File: config.mk
export PLATFORM = sky130hd
export DESIGN_NAME = i2c_dac_writer
export DESIGN_NICKNAME = d
export VERILOG_FILES = /design/src/rtl/i2c_dac_pkg.sv /design/src/rtl/i2c_phase_timer.sv /design/src/rtl/i2c_dac_writer.sv
export SDC_FILE = /design/constraint.sdc
export NUM_CORES = 1
export LEC_CHECK = 0
export CELL_PAD_IN_SITES_DETAIL_PLACEMENT = 1
export CELL_PAD_IN_SITES_GLOBAL_PLACEMENT = 1
export CORE_UTILIZATION = 35
export DETAILED_ROUTE_END_ITERATION = 8
export PLACE_DENSITY_LB_ADDON = 0.1
export SYNTH_ARGS = -nofsm -noshare
export SYNTH_HDL_FRONTEND = slang
export SYNTH_HIERARCHICAL = 1
export SYNTH_SLANG_ARGS = --single-unit
File: constraint.sdc
create_clock -name clk_in -period 2.25 [get_ports clk_in]
set_input_delay 0.225 -clock clk_in [delete_from_list [all_inputs] [get_ports clk_in]]
set_output_delay 0.225 -clock clk_in [all_outputs]
set_load 0.02 [all_outputs]
File: src/rtl/i2c_dac_pkg.sv
// Shared definitions for the I2C DAC writer: FSM encoding and frame geometry.
// Phase counts are in quarter-bit phases of CLK_DIV clock cycles each.
package i2c_dac_pkg;

  typedef enum logic [2:0] {
    IDLE  = 3'd0,
    START = 3'd1,
    BIT   = 3'd2,
    ACK   = 3'd3,
    STOP  = 3'd4
  } state_t;

  localparam int START_PHASES    = 2;
  localparam int SLOT_PHASES     = 4;
  localparam int STOP_PHASES     = 3;
  localparam int BITS_PER_BYTE   = 8;
  localparam int BYTES_PER_FRAME = 4;
  localparam int FRAME_PHASES    = START_PHASES
                                 + BYTES_PER_FRAME * (BITS_PER_BYTE + 1) * SLOT_PHASES
                                 + STOP_PHASES;

  // Frame is sent MSB first: address byte (R/W = 0), channel, data high, data low.
  function automatic logic [31:0] pack_frame(input logic [6:0]  addr,
                                             input logic [7:0]  chan,
                                             input logic [15:0] data);
    return {addr, 1'b0, chan, data};
  endfunction

endpackage

File: src/rtl/i2c_phase_timer.sv
// Free-running divider producing a one-cycle tick every CLK_DIV cycles.
// A restart pulse realigns the count so the next tick lands CLK_DIV cycles later.
module i2c_phase_timer #(
  parameter int CLK_DIV = 25
) (
  input  logic clk_in,
  input  logic reset_in,
  input  logic restart,
  output logic tick
);

  localparam int CW = (CLK_DIV > 1) ? $clog2(CLK_DIV) : 1;
  localparam logic [CW-1:0] LAST = CW'(CLK_DIV - 1);

  logic [CW-1:0] count;

  always_ff @(posedge clk_in or negedge reset_in) begin
    if (!reset_in) begin
      count <= '0;
    end else if (restart || count == LAST) begin
      count <= '0;
    end else begin
      count <= count + 1'b1;
    end
  end

  assign tick = (count == LAST);

endmodule

File: src/rtl/i2c_dac_writer.sv
// Write-only I2C master sending a fixed 4-byte DAC update frame per command.
// All bus outputs are registered and change only on phase-timer ticks.
module i2c_dac_writer
  import i2c_dac_pkg::*;
#(
  parameter int         CLK_DIV   = 25,
  parameter logic [6:0] ADDR_BASE = 7'h0C,
  parameter int         CHIP_BITS = 1,
  parameter int         CHAN_BITS = 4,
  parameter int         DATA_BITS = 12
) (
  input  logic                 clk_in,
  input  logic                 reset_in,
  input  logic                 cmd_valid,
  output logic                 cmd_ready,
  input  logic [CHIP_BITS-1:0] cmd_chip,
  input  logic [CHAN_BITS-1:0] cmd_chan,
  input  logic [DATA_BITS-1:0] cmd_data,
  output logic                 scl_oe,
  output logic                 sda_oe,
  input  logic                 sda_in,
  output logic                 busy,
  output logic                 done,
  output logic                 nack
);

  // Command handshake: a command transfers on a clk_in edge where
  // cmd_valid && cmd_ready; cmd_ready is high only while idle, so nothing queues.

  localparam logic [1:0] START_LAST = 2'(START_PHASES - 1);
  localparam logic [1:0] SLOT_LAST  = 2'(SLOT_PHASES - 1);
  localparam logic [1:0] STOP_LAST  = 2'(STOP_PHASES - 1);
  localparam logic [1:0] BYTE_LAST  = 2'(BYTES_PER_FRAME - 1);
  localparam logic [2:0] BIT_LAST   = 3'(BITS_PER_BYTE - 1);

  state_t      state;
  logic [1:0]  phase;
  logic [2:0]  bit_idx;
  logic [1:0]  byte_idx;
  logic [31:0] shreg;
  logic        ack_bit;
  logic        tick;
  logic        accept;
  logic [6:0]  addr;
  logic [31:0] frame;

  assign accept = cmd_valid && cmd_ready;

  always_comb begin
    addr                 = ADDR_BASE;
    addr[CHIP_BITS-1:0]  = cmd_chip;
    frame = pack_frame(addr, 8'(cmd_chan), 16'(cmd_data) << (16 - DATA_BITS));
  end

  i2c_phase_timer #(.CLK_DIV(CLK_DIV)) u_timer (
    .clk_in   (clk_in),
    .reset_in (reset_in),
    .restart  (accept),
    .tick     (tick)
  );

  always_ff @(posedge clk_in or negedge reset_in) begin
    if (!reset_in) begin
      state     <= IDLE;
      phase     <= '0;
      bit_idx   <= '0;
      byte_idx  <= '0;
      shreg     <= '0;
      ack_bit   <= 1'b0;
      scl_oe    <= 1'b0;
      sda_oe    <= 1'b0;
      busy      <= 1'b0;
      done      <= 1'b0;
      nack      <= 1'b0;
      cmd_ready <= 1'b0;
    end else begin
      done <= 1'b0;
      nack <= 1'b0;
      case (state)
        IDLE: begin
          if (accept) begin
            state     <= START;
            phase     <= '0;
            bit_idx   <= '0;
            byte_idx  <= '0;
            shreg     <= frame;
            ack_bit   <= 1'b0;
            busy      <= 1'b1;
            cmd_ready <= 1'b0;
            scl_oe    <= 1'b0;
            sda_oe    <= 1'b1;
          end else begin
            cmd_ready <= 1'b1;
          end
        end
        START: if (tick) begin
          scl_oe <= 1'b1;
          if (phase == START_LAST) begin
            state  <= BIT;
            phase  <= '0;
            sda_oe <= ~shreg[31];
          end else begin
            phase <= phase + 2'd1;
          end
        end
        BIT: if (tick) begin
          if (phase == SLOT_LAST) begin
            phase  <= '0;
            scl_oe <= 1'b1;
            shreg  <= {shreg[30:0], 1'b0};
            if (bit_idx == BIT_LAST) begin
              state  <= ACK;
              sda_oe <= 1'b0;
            end else begin
              bit_idx <= bit_idx + 3'd1;
              sda_oe  <= ~shreg[30];
            end
          end else begin
            phase  <= phase + 2'd1;
            scl_oe <= (phase == 2'd0);
          end
        end
        ACK: if (tick) begin
          // Slave response is taken at the end of the SCL-high window's first half.
          if (phase == 2'd2) ack_bit <= sda_in;
          if (phase == SLOT_LAST) begin
            phase  <= '0;
            scl_oe <= 1'b1;
            if (ack_bit || byte_idx == BYTE_LAST) begin
              state  <= STOP;
              sda_oe <= 1'b1;
            end else begin
              state    <= BIT;
              byte_idx <= byte_idx + 2'd1;
              bit_idx  <= '0;
              sda_oe   <= ~shreg[31];
            end
          end else begin
            phase  <= phase + 2'd1;
            scl_oe <= (phase == 2'd0);
          end
        end
        STOP: if (tick) begin
          if (phase == STOP_LAST) begin
            state     <= IDLE;
            phase     <= '0;
            busy      <= 1'b0;
            done      <= 1'b1;
            nack      <= ack_bit;
            cmd_ready <= 1'b1;
            scl_oe    <= 1'b0;
            sda_oe    <= 1'b0;
          end else begin
            phase  <= phase + 2'd1;
            scl_oe <= 1'b0;
            sda_oe <= (phase == 2'd0);
          end
        end
        default: state <= IDLE;
      endcase
    end
  end

endmodule

==> run_results.csv <==
group,metric,value,unit
run_status,outcome,"complete, no violations",
setup_path,crit_fanout,9,
die,die_w,89.2,um
final_layout,utilization,42.9,%
clock_network,ctsHoldBuffers,0,
clock_network,cts_buffers,5,
setup_path,crit_type,"flip-flop to flip-flop",
yosys,syn-instance-count,285,
yosys,synth_cell_types,51,
clock_network,cts_root_buffer,"clkbuf_8",
die,dieArea,7960,um2
timing,fin_crit_sh,90.7,%
clock_network,tritoncts,"done",
timing,max_slew_margin,57.6,%
yosys,synth_edf_count,0,
final_layout,final_layout_size_suffix_gt1_share,9.39,%
timing,fmax,490,MHz
yosys,netlist_area,2660,um2
die,die_y,89.2,um
yosys,yosysSeqAreaShare,47.0,%
yosys,avgSynthCellArea,9.35,um2
yosys,synth_area_leaders,"dfrtp_1 (47%), nand2_1 (6.1%), ha_1 (5.2%)",
timing,final.min_clock_period,2.04,ns
power,power.density,931,nW/um2
setup_path,endpoint_kind,"flip-flop",
clock_network,path_clk_slew,0.10,ns
timing,finalSetupViolations,0,
yosys,synthArstFlopShare,100,%
final_layout,n_antenna_cell,0,
global_routing,grt_pass1_vias,1971,
die,std_cell_rows,31,
timing,fin_setup_tns,0,ns
timing,final_max_slew_viol_count,0,
routing,drc_errors,0,
placed_design,gp_congestion,0.771,
final_layout,nets,340,
global_routing,grt_pass1_wl,10100,um
final_layout,fillers,870,
timing,hold_violations,0,
yosys,synth_top_cell_area_share,47.0,%
clock_network,clock_latency,0.31,ns
routing,wire_per_inst,14.6,um
setup_path,start_kind,"flip-flop",
final_layout,multi_input_area,1240,um2
min_path,hp-class,"input pin to async pin",
die,io_pins,27,
yosys,ys.flop_type,"dfrtp_1",
global_routing,grt_max_degree,56,
final_layout,syn_to_final_growth,17.3,%
setup_path,critPathArrivalTime,2.24,ns
global_routing,antenna_found_initial,0,
timing,finClkSkew,0.00536,ns
setup_path,reg2reg_slack,0.21,ns
clock_network,cts_max_level,2,
placed_design,io_buffers,26,
routing,antenna_left,0,
placed_design,post-dp-hpwl,4140,um
power,irDropWorstVdd,333,uV
routing,drt-vias-per-instance,5.08,
timing,worstMarginPinSlew,0.637,ns
yosys,yosys_register_bits,50,
setup_path,crit_required,2.45,ns
routing,drtIter0Drc,78,
die,core_area,7290,um2
final_layout,seq_area,1250,um2
flow_run,maxCapViolCount,0,
clock_network,clk_path_buf_depth,2,
yosys,synth_nets,317,
yosys,yosysWarningCount,6,
routing,dr_total_vias,2072,
routing,first_pass_iters,4,
die,start_util,36.5,%
timing,rsz0062_at_grt,"no",
global_routing,grtUsageTotal,16.7,%
power,leakage,0.00132,uW
yosys,yosys.area.top_type,"dfrtp_1",
global_routing,overflow,0,
routing,routed_wl,5940,um
clock_network,cts_sinks,50,
## final cells by class
| cell class | instances | area share (%) |
|---|---|---|
| clock inverter | 3 | 1.52 |
| sequential | 50 | 40.0 |
| inverter | 21 | 2.52 |
| timing repair buffer | 32 | 10.0 |
| clock buffer | 5 | 2.20 |
| tap | 99 | 3.96 |
| multi-input combinational | 198 | 39.8 |
## timing repair
item / in CTS / in global routing
setup buffers: 0 / 0
endpoints found under the setup margin: 0 / 1
resized for setup: 0 / 1
## cells by family after synthesis
family                     Yosys count  synth area share [%]
AOI/OAI and AO/OA                   69                  16.7
buffers and inverters               37                  6.39
and+or+nand+nor                    110                  21.6
adders and majority gates           11                  5.17
muxes                                7                  2.87
DFF                                 50                  47.0
xor gates and xnor gates             1                 0.329
## cells in the mapped netlist, types with 3 or more instances
cell type and n:
dfrtp_1 50, nand2_1 43, nor2_1 28, inv_1 21, a31oi_1 18, o21ai_0 16, ha_1 11, a21oi_1 10
buf_2 10, nand3_1 9, mux2i_1 5, a211oi_1 4, nor3_1 4, and2_1 3, buf_4 3, nand2b_1 3
nor2b_1 3
## placed cells by master (no fill, tap or decap), types with 2 or more instances in the layout
cell,netlist,routed
nor3b_2,2,2
ha_1,11,11
inv_1,21,21
mux2i_1,5,5
and2_1,3,3
nor2b_1,3,3
or2_2,2,2
o21ai_1,1,2
nor2_1,28,28
nor3_1,4,4
a22oi_1,2,2
dfrtp_1,50,50
a31oi_1,18,18
buf_4,3,5
o22ai_1,2,2
a21oi_1,10,10
and4_1,2,2
nor4_4,2,2
o21bai_1,2,2
nand3_1,9,9
a211oi_1,4,4
nand2b_1,3,3
clkdlybuf4s50_1,0,25
nand3b_1,2,2
o21ai_0,16,15
clkbuf_8,0,5
o2bb2ai_1,2,2
nand2_1,43,43
## metrics by stage
stage / instances / setup WS (ns) / total power (uW) / hold WS (ns) / instance area [um2]
after floorplan: 285 / 0.413 / 1990 / -0.0706 / 2660
after global placement: 400 / 0.269 / 2250 / 0.391 / 3010
after detailed placement: 400 / 0.133 / 2290 / 0.386 / 3010
after CTS: 408 / 0.129 / 2960 / 0.0404 / 3130
after global routing: 408 / 0.0530 / 3140 / 0.0661 / 3130
final: 408 / 0.209 / 2910 / 0.0136 / 3130
## report_power, final
part	total (uW)	switching [uW]	internal [uW]
clock	657	319	337
sequential	1290	177	1120
combinational	962	535	426
## critical path, stage by stage (launching register included)
cell and delay [ns]:
dfrtp_1 0.43, inv_1 0.08, ha_1 0.15, and4b_1 0.41, nand2_1 0.12, a21oi_1 0.23
nand4_2 0.20, mux2_4 0.33
## registers in the layout, indices dropped and copies added, names as in the netlist
signal         count
shreg             28
u_timer/count      5
bit_idx            3
state              3
byte_idx           2
phase              2
ack_bit            1
busy               1
cmd_ready          1
done               1
nack               1
scl_oe             1
sda_oe             1
## final timing paths
check,from,to,cells past startpoint
max,u_timer/count[0],bit_idx[0],7
min,reset_in,cmd_ready,2
max reg2reg,u_timer/count[0],bit_idx[0],7
min reg2reg,shreg[20],shreg[21],2
max in group asynchronous,reset_in,shreg[17],2
min in group clk_in,cmd_data[4],shreg[8],3
## metal layers
metal  track usage [%]  share of wire, %  vias to the layer above
li1                  -                 -                     1030
met1              24.5                51                     1009
met4              6.06               1.5                        0
met3              3.42               3.1                        6
met5                 0                 0                        -
met2              24.4                44                       27
Note: power is estimated with default switching activity, not from simulation.
